**src/rtl/fpu_issue_ctrl_pkg.sv**
```systemverilog
// Shared FP issue definitions: opcodes, state encoding and decode helpers
// for the decode and EX stages.
package fpu_issue_ctrl_pkg;

  localparam int unsigned OP_W   = 4;
  localparam int unsigned DATA_W = 32;

  localparam logic [OP_W-1:0] FOP_ITOF = 4'b1000;
  localparam logic [OP_W-1:0] FOP_FTOI = 4'b1001;
  localparam logic [OP_W-1:0] FOP_FNEG = 4'b1010;
  localparam logic [OP_W-1:0] FOP_FADD = 4'b1011;
  localparam logic [OP_W-1:0] FOP_FSUB = 4'b1100;
  localparam logic [OP_W-1:0] FOP_FMUL = 4'b1101;
  localparam logic [OP_W-1:0] FOP_FDIV = 4'b1110;

  typedef enum logic [1:0] {
    ST_IDLE = 2'd0,
    ST_BUSY = 2'd1,
    ST_DONE = 2'd2
  } fpu_state_e;

  // Ops that go through a pipelined unit and therefore stall EX.
  function automatic logic is_multi_cycle(input logic [OP_W-1:0] op);
    return op inside {FOP_FADD, FOP_FSUB, FOP_FMUL, FOP_FDIV};
  endfunction

endpackage

```
**src/rtl/fpu_issue_ctrl_if.sv**
```systemverilog
// EX-side handshake plus the operand/result bus to the FP units.
interface fpu_issue_ctrl_if;
  import fpu_issue_ctrl_pkg::*;

  logic              issue;
  logic [OP_W-1:0]   op;
  logic [DATA_W-1:0] a;
  logic [DATA_W-1:0] b;
  logic              flush;
  logic              stall;
  logic              done;
  logic [DATA_W-1:0] result;
  logic              illegal;
  logic              div_zero;
  logic [DATA_W-1:0] fu_a;
  logic [DATA_W-1:0] fu_b;
  logic              fu_add_sub;
  logic [DATA_W-1:0] addsub_res;
  logic [DATA_W-1:0] mul_res;
  logic [DATA_W-1:0] div_res;
  logic              div_by_zero;

  modport master (
    output issue, op, a, b, flush, addsub_res, mul_res, div_res, div_by_zero,
    input  stall, done, result, illegal, div_zero, fu_a, fu_b, fu_add_sub
  );

  modport slave (
    input  issue, op, a, b, flush, addsub_res, mul_res, div_res, div_by_zero,
    output stall, done, result, illegal, div_zero, fu_a, fu_b, fu_add_sub
  );

endinterface

```
**src/rtl/fpu_lat_counter.sv**
```systemverilog
// Latency down-counter: load, decrement to zero and clear, with a zero flag.
module fpu_lat_counter #(
  parameter int unsigned CNT_W = 4
) (
  input  logic             clk,
  input  logic             rst,
  input  logic             load,
  input  logic [CNT_W-1:0] load_val,
  input  logic             dec,
  input  logic             clear,
  output logic             zero
);

  logic [CNT_W-1:0] count;

  always_ff @(posedge clk or negedge rst) begin
    if (!rst) begin
      count <= '0;
    end else if (clear) begin
      count <= '0;
    end else if (load) begin
      count <= load_val;
    end else if (dec && (count != '0)) begin
      count <= count - CNT_W'(1);
    end
  end

  assign zero = (count == '0);

endmodule

```
**src/rtl/fpu_issue_ctrl.sv**
```systemverilog
// FP issue controller: registers operands, times unit latency with a
// down-counter, stalls EX and returns one registered result per op.
module fpu_issue_ctrl
  import fpu_issue_ctrl_pkg::*;
#(
  parameter int unsigned LAT_ADDSUB = 7,
  parameter int unsigned LAT_MUL    = 6,
  parameter int unsigned LAT_DIV    = 6,
  parameter int unsigned CNT_W      = 4
) (
  input  logic            clk,
  input  logic            rst,
  fpu_issue_ctrl_if.slave bus
);

  fpu_state_e        state;
  logic [OP_W-1:0]   op_q;
  logic              done_q;
  logic [DATA_W-1:0] result_q;
  logic              illegal_q;
  logic              div_zero_q;
  logic [DATA_W-1:0] fu_a_q;
  logic [DATA_W-1:0] fu_b_q;
  logic              fu_add_sub_q;

  logic              idle_or_done;
  logic              accept;
  logic              multi;
  logic              cnt_zero;
  logic              cnt_load;
  logic              cnt_dec;
  logic              cnt_clear;
  logic [CNT_W-1:0]  lat_sel;
  logic [DATA_W-1:0] unit_res;

  assign idle_or_done = (state == ST_IDLE) || (state == ST_DONE);
  assign multi        = is_multi_cycle(bus.op);
  assign accept       = idle_or_done && bus.issue && !bus.flush;

  assign bus.stall = (state == ST_BUSY) || (idle_or_done && bus.issue && multi);

  // Latency for the op being accepted.
  always_comb begin
    lat_sel = CNT_W'(LAT_ADDSUB);
    case (bus.op)
      FOP_FMUL: lat_sel = CNT_W'(LAT_MUL);
      FOP_FDIV: lat_sel = CNT_W'(LAT_DIV);
      default:  lat_sel = CNT_W'(LAT_ADDSUB);
    endcase
  end

  // Unit output selected by the op in flight.
  always_comb begin
    unit_res = bus.addsub_res;
    case (op_q)
      FOP_FMUL: unit_res = bus.mul_res;
      FOP_FDIV: unit_res = bus.div_res;
      default:  unit_res = bus.addsub_res;
    endcase
  end

  assign cnt_load  = accept && multi;
  assign cnt_dec   = (state == ST_BUSY) && !cnt_zero;
  assign cnt_clear = (state == ST_BUSY) && (bus.flush || cnt_zero);

  fpu_lat_counter #(.CNT_W(CNT_W)) u_lat_counter (
    .clk      (clk),
    .rst      (rst),
    .load     (cnt_load),
    .load_val (lat_sel),
    .dec      (cnt_dec),
    .clear    (cnt_clear),
    .zero     (cnt_zero)
  );

  always_ff @(posedge clk or negedge rst) begin
    if (!rst) begin
      state        <= ST_IDLE;
      op_q         <= '0;
      done_q       <= 1'b0;
      result_q     <= '0;
      illegal_q    <= 1'b0;
      div_zero_q   <= 1'b0;
      fu_a_q       <= '0;
      fu_b_q       <= '0;
      fu_add_sub_q <= 1'b1;
    end else begin
      done_q <= 1'b0;
      case (state)
        ST_BUSY: begin
          if (bus.flush) begin
            state <= ST_IDLE;
          end else if (cnt_zero) begin
            state      <= ST_DONE;
            done_q     <= 1'b1;
            result_q   <= unit_res;
            div_zero_q <= (op_q == FOP_FDIV) && bus.div_by_zero;
          end
        end
        default: begin
          if (accept) begin
            fu_a_q    <= bus.a;
            fu_b_q    <= bus.b;
            op_q      <= bus.op;
            illegal_q <= 1'b0;
            if (bus.op == FOP_FADD) fu_add_sub_q <= 1'b1;
            else if (bus.op == FOP_FSUB) fu_add_sub_q <= 1'b0;
            if (multi) begin
              state <= ST_BUSY;
            end else begin
              // fneg and illegal ops complete on the accept edge.
              state      <= ST_DONE;
              done_q     <= 1'b1;
              div_zero_q <= 1'b0;
              if (bus.op == FOP_FNEG) begin
                result_q <= {~bus.a[31], bus.a[30:0]};
              end else begin
                result_q  <= '0;
                illegal_q <= 1'b1;
              end
            end
          end else begin
            state <= ST_IDLE;
          end
        end
      endcase
    end
  end

  assign bus.done       = done_q;
  assign bus.result     = result_q;
  assign bus.illegal    = illegal_q;
  assign bus.div_zero   = div_zero_q;
  assign bus.fu_a       = fu_a_q;
  assign bus.fu_b       = fu_b_q;
  assign bus.fu_add_sub = fu_add_sub_q;

endmodule

```
**src/flat_wrapper.sv**
```systemverilog
// flat-port wrapper written by rule: the top's interface ports become plain ports
module fpu_issue_ctrl_flat import fpu_issue_ctrl_pkg::*;
#(
  parameter int unsigned LAT_ADDSUB = 7,
  parameter int unsigned LAT_MUL    = 6,
  parameter int unsigned LAT_DIV    = 6,
  parameter int unsigned CNT_W      = 4
)
  (clk, rst, bus_issue, bus_op, bus_a, bus_b, bus_flush, bus_addsub_res, bus_mul_res, bus_div_res, bus_div_by_zero, bus_stall, bus_done, bus_result, bus_illegal, bus_div_zero, bus_fu_a, bus_fu_b, bus_fu_add_sub);
  fpu_issue_ctrl_if bus_i ();
  input  logic clk;
  input  logic rst;
  input wire logic [$bits(bus_i.issue)-1:0] bus_issue;
  input wire logic [$bits(bus_i.op)-1:0] bus_op;
  input wire logic [$bits(bus_i.a)-1:0] bus_a;
  input wire logic [$bits(bus_i.b)-1:0] bus_b;
  input wire logic [$bits(bus_i.flush)-1:0] bus_flush;
  input wire logic [$bits(bus_i.addsub_res)-1:0] bus_addsub_res;
  input wire logic [$bits(bus_i.mul_res)-1:0] bus_mul_res;
  input wire logic [$bits(bus_i.div_res)-1:0] bus_div_res;
  input wire logic [$bits(bus_i.div_by_zero)-1:0] bus_div_by_zero;
  output wire logic [$bits(bus_i.stall)-1:0] bus_stall;
  output wire logic [$bits(bus_i.done)-1:0] bus_done;
  output wire logic [$bits(bus_i.result)-1:0] bus_result;
  output wire logic [$bits(bus_i.illegal)-1:0] bus_illegal;
  output wire logic [$bits(bus_i.div_zero)-1:0] bus_div_zero;
  output wire logic [$bits(bus_i.fu_a)-1:0] bus_fu_a;
  output wire logic [$bits(bus_i.fu_b)-1:0] bus_fu_b;
  output wire logic [$bits(bus_i.fu_add_sub)-1:0] bus_fu_add_sub;
  assign bus_i.issue = bus_issue;
  assign bus_i.op = bus_op;
  assign bus_i.a = bus_a;
  assign bus_i.b = bus_b;
  assign bus_i.flush = bus_flush;
  assign bus_i.addsub_res = bus_addsub_res;
  assign bus_i.mul_res = bus_mul_res;
  assign bus_i.div_res = bus_div_res;
  assign bus_i.div_by_zero = bus_div_by_zero;
  assign bus_stall = bus_i.stall;
  assign bus_done = bus_i.done;
  assign bus_result = bus_i.result;
  assign bus_illegal = bus_i.illegal;
  assign bus_div_zero = bus_i.div_zero;
  assign bus_fu_a = bus_i.fu_a;
  assign bus_fu_b = bus_i.fu_b;
  assign bus_fu_add_sub = bus_i.fu_add_sub;
  fpu_issue_ctrl #(.LAT_ADDSUB(LAT_ADDSUB), .LAT_MUL(LAT_MUL), .LAT_DIV(LAT_DIV), .CNT_W(CNT_W)) u_core (.clk(clk), .rst(rst), .bus(bus_i));
endmodule
```
**config.mk**
```make
export PLATFORM = sky130hd
export DESIGN_NAME = fpu_issue_ctrl_flat
export DESIGN_NICKNAME = d
export VERILOG_FILES = /design/src/rtl/fpu_issue_ctrl_pkg.sv /design/src/rtl/fpu_issue_ctrl_if.sv /design/src/rtl/fpu_lat_counter.sv /design/src/rtl/fpu_issue_ctrl.sv /design/src/flat_wrapper.sv
export SDC_FILE = /design/constraint.sdc
export NUM_CORES = 1
export LEC_CHECK = 0
export ABC_AREA = 1
export BUFFER_PORTS_ARGS = -buffer_cell sky130_fd_sc_hd__buf_2
export CAP_MARGIN = 20
export CORE_UTILIZATION = 35
export DETAILED_ROUTE_END_ITERATION = 8
export PLACE_DENSITY = 0.69
export SETUP_SLACK_MARGIN = 0.05
export SLEW_MARGIN = 20
export SYNTH_ARGS = -nofsm -noshare
export SYNTH_HDL_FRONTEND = slang
export SYNTH_SLANG_ARGS = --single-unit
```
**constraint.sdc**
```tcl
create_clock -name clk -period 3.3 [get_ports clk]
set_input_delay 0.165 -clock clk [delete_from_list [all_inputs] [get_ports clk]]
set_output_delay 0.165 -clock clk [all_outputs]
set_load 0.01 [all_outputs]
```
==> impl_metrics.json <==
{
  "fin_skew_ns": 0.0111,
  "finalSetupTns_ns": 0,
  "crit_path_start_kind": "flop",
  "clk_pin_slew_ns": 0.08,
  "synthesis.area_um2": 5880,
  "die_h_um": 132,
  "fin_ws_ns": 0.931,
  "place.gp.congestion": 0.881,
  "grt_usage": 0.217,
  "drc": 0,
  "p_sw_mw": 1.24,
  "worstSkewPairLatency_ns": 0.35,
  "rsz0062_at_grt": "no",
  "worst_pin_slew_ns": 1.09,
  "start_util": 0.357,
  "instances_no_fill": 1321,
  "leakagePower_nw": 4.59,
  "layout-drive-gt1-share": 0.302,
  "synth_top_area_frac": 0.464,
  "synth_edf_count": 0,
  "grt_max_degree": 66,
  "path_class": "flop to flop",
  "finalNetCount": 1266,
  "antenna_found_initial": 0,
  "power_density_nw_per_um2": 508,
  "synthFlopType": "dfrtp_1",
  "area_growth_pct": 32.2,
  "rows": 47,
  "hold_class": "primary input to flop",
  "dp_slack_ns": 0.950,
  "syn_area_per_cell_um2": 7.01,
  "synth_warnings": 0,
  "async_reset_ff_frac": 1.00,
  "reg2regPathDepth": 8,
  "p_clk_frac": 0.329,
  "grt_pass1_vias": 5806,
  "drv_slew": 0,
  "arrival_ns": 2.58,
  "fin_crit_ns": 2.37,
  "crit_path_end_kind": "flop",
  "fp.dieW_um": 132,
  "yosysSeqAreaShare": 0.468,
  "yosys.area.top_type": "dfrtp_1",
  "dp_hpwl_mm": 12.7,
  "synth-simple-area-share": 0.354,
  "fmax_ghz": 0.422,
  "cts_root_buf": "clkbuf_16",
  "grt.overflow.total": 0,
  "dp.cells": 1295,
  "clkSinkCount": 110,
  "cp_max_fo": 34,
  "drv_cap": 0,
  "yosys.area_share.adder": 0.00213,
  "r2r_slack_ns": 0.93,
  "cts_resized": 0,
  "numCtsBuffers": 9,
  "vias_per_cell": 4.52,
  "die-area_um2": 17300,
  "synth-compound-area-share": 0.0611,
  "post_cts_buffers": 0,
  "clockBufferDepth": 2,
  "netlist_instances": 839,
  "relSlewSlack": 0.272,
  "hold_viol_final": 0,
  "p_total_mw": 3.95,
  "synth-seq-cells": 110,
  "setup_violations": 0,
  "htree_levels": 3,
  "grt_pass1_wl_mm": 29.5,
  "post-route-util": 0.472,
  "ir_drop_uv": 277,
  "diodes": 0,
  "wl_mm": 18.4,
  "synth_nets": 1009,
  "synthMuxAreaShare": 0,
  "synthXorXnorAreaFrac": 0.00149,
  "synthTopCellsByCount": "390 x nand2_1, 109 x dfrtp_1, 75 x inv_1, 52 x o21ai_0, 49 x nor2_1",
  "ant_nets": 0,
  "firstDrtPassIters": 5,
  "combPwrFrac": 0.246,
  "yosysUniqueCellTypes": 27,
  "yosysMostFrequentCell": "nand2_1",
  "via_count": 5974,
  "ys_top_cells_by_area": "dfrtp_1 46%, nand2_1 25%, inv_1 4.8%, o21ai_0 4.4%, nor2_1 3.1%",
  "cts_tree": "built",
  "status": "completed",
  "first_iter_violations": 331,
  "io_buffers": 269,
  "cp.required_ns": 3.51,
  "intPower_mw": 2.71,
  "wl_per_cell_um": 13.9,
  "io_pins": 270,
  "holdPathStages": 3,
  "netSwitchingFraction": 0.313,
  "fin_crit_sh": 0.718,
  "seqPwrFrac": 0.425,
  "synth_top_family_by_area": "simple AND/OR/NAND/NOR gates",
  "core_area_um2": 16500
}
-- routing by layer --
| metal | track usage | vias to the layer above | share of wire |
|---|---|---|---|
| met2 | 0.367 | 224 | 0.48 |
| met1 | 0.272 | 2717 | 0.43 |
| met4 | 0.0704 | 0 | 0.017 |
| met5 | 0 | - | 0 |
| met3 | 0.0517 | 21 | 0.079 |
| li1 | - | 3012 | - |
-- worst max-delay path, cell delays in order, from the launching register on --
cell,delay (ns)
dfrtp_1,0.37
inv_2,0.09
nand2_2,0.07
nor2_4,0.47
nand3_2,0.22
nand2_4,0.37
inv_2,0.39
nand2_1,0.13
o21ai_0,0.09
-- layout by cell type, fill, tap and decap left out, types with 2 or more instances in the layout --
| cell | instances |
|---|---|
| o21ai_0 | 52 |
| o21ai_1 | 18 |
| dfrtp_1 | 109 |
| nand3_1 | 32 |
| nand2_2 | 2 |
| buf_2 | 268 |
| nor2_2 | 20 |
| buf_4 | 6 |
| nor2_1 | 49 |
| bufinv_16 | 3 |
| inv_6 | 2 |
| inv_2 | 6 |
| clkbuf_16 | 9 |
| dlygate4sd3_1 | 10 |
| inv_1 | 75 |
| nor2_4 | 4 |
| clkinv_1 | 29 |
| nand2_1 | 390 |
| nand2_4 | 3 |
-- final cells by class --
type                            instances  area, um2
Fill cell                            1698       8690
Sequential cell                       110       2750
Multi-Input combinational cell        578       2460
Timing Repair Buffer                  285       1510
Inverter                              112        424
Tap cell                              220        275
Clock buffer                           10        239
Clock inverter                          6        115
-- stage by stage --
stage          hold slack, ns  instance area (um2)
2_1_floorplan          -0.131                 5880
3_3_place_gp            0.335                 7320
3_5_place_dp            0.345                 7320
4_1_cts               0.00131                 7770
5_1_grt                0.0123                 7770
6_report               0.0119                 7770
-- sequential cells by signal, summed over array words and instances, names as in the netlist --
name,count
u_core.bus.fu_a,32
u_core.state,2
u_core.bus.div_zero,1
u_core.bus.done,1
u_core.op_q,4
u_core.u_lat_counter.count,4
u_core.bus.fu_b,32
u_core.bus.fu_add_sub,1
u_core.bus.result,32
u_core.bus.illegal,1
-- path summary, 6_finish.rpt --
path | to | startpoint
worst max-delay path | u_core.bus.div_zero | u_core.state[0]
max in group asynchronous | u_core.bus.fu_add_sub | rst
worst max register to register | u_core.bus.div_zero | u_core.state[0]
min in group asynchronous | u_core.bus.fu_a[3] | rst
worst min-delay path | u_core.bus.fu_b[11] | bus_b[11]
worst min register to register | u_core.bus.fu_b[4] | u_core.bus.fu_b[4]
-- power by group through the flow --
stage / clock, mW / sequential (mW) / combinational [mW]
floorplan: 0 / 1.78 / 0.455
global placement: 0 / 1.70 / 0.948
detailed placement: 0 / 1.70 / 0.968
CTS: 1.33 / 1.68 / 0.980
global route: 1.38 / 1.70 / 1.09
finish: 1.30 / 1.68 / 0.969
-- timing repair --
action,CTS,global route
endpoints found under the hold margin,73,0
hold buffers,10,0
endpoints found under the setup margin,0,0
-- logic make-up (layout without fill, tap and decap cells) --
group | after synthesis | count (layout)
and+or+nand+nor | 505 | 505
buffers and inverters | 151 | 413
DFF | 110 | 110
AOI/OAI and AO/OA | 71 | 71
adders and majority gates | 1 | 1
xor gates and xnor gates | 1 | 1
(Power assumes the default switching activity.)
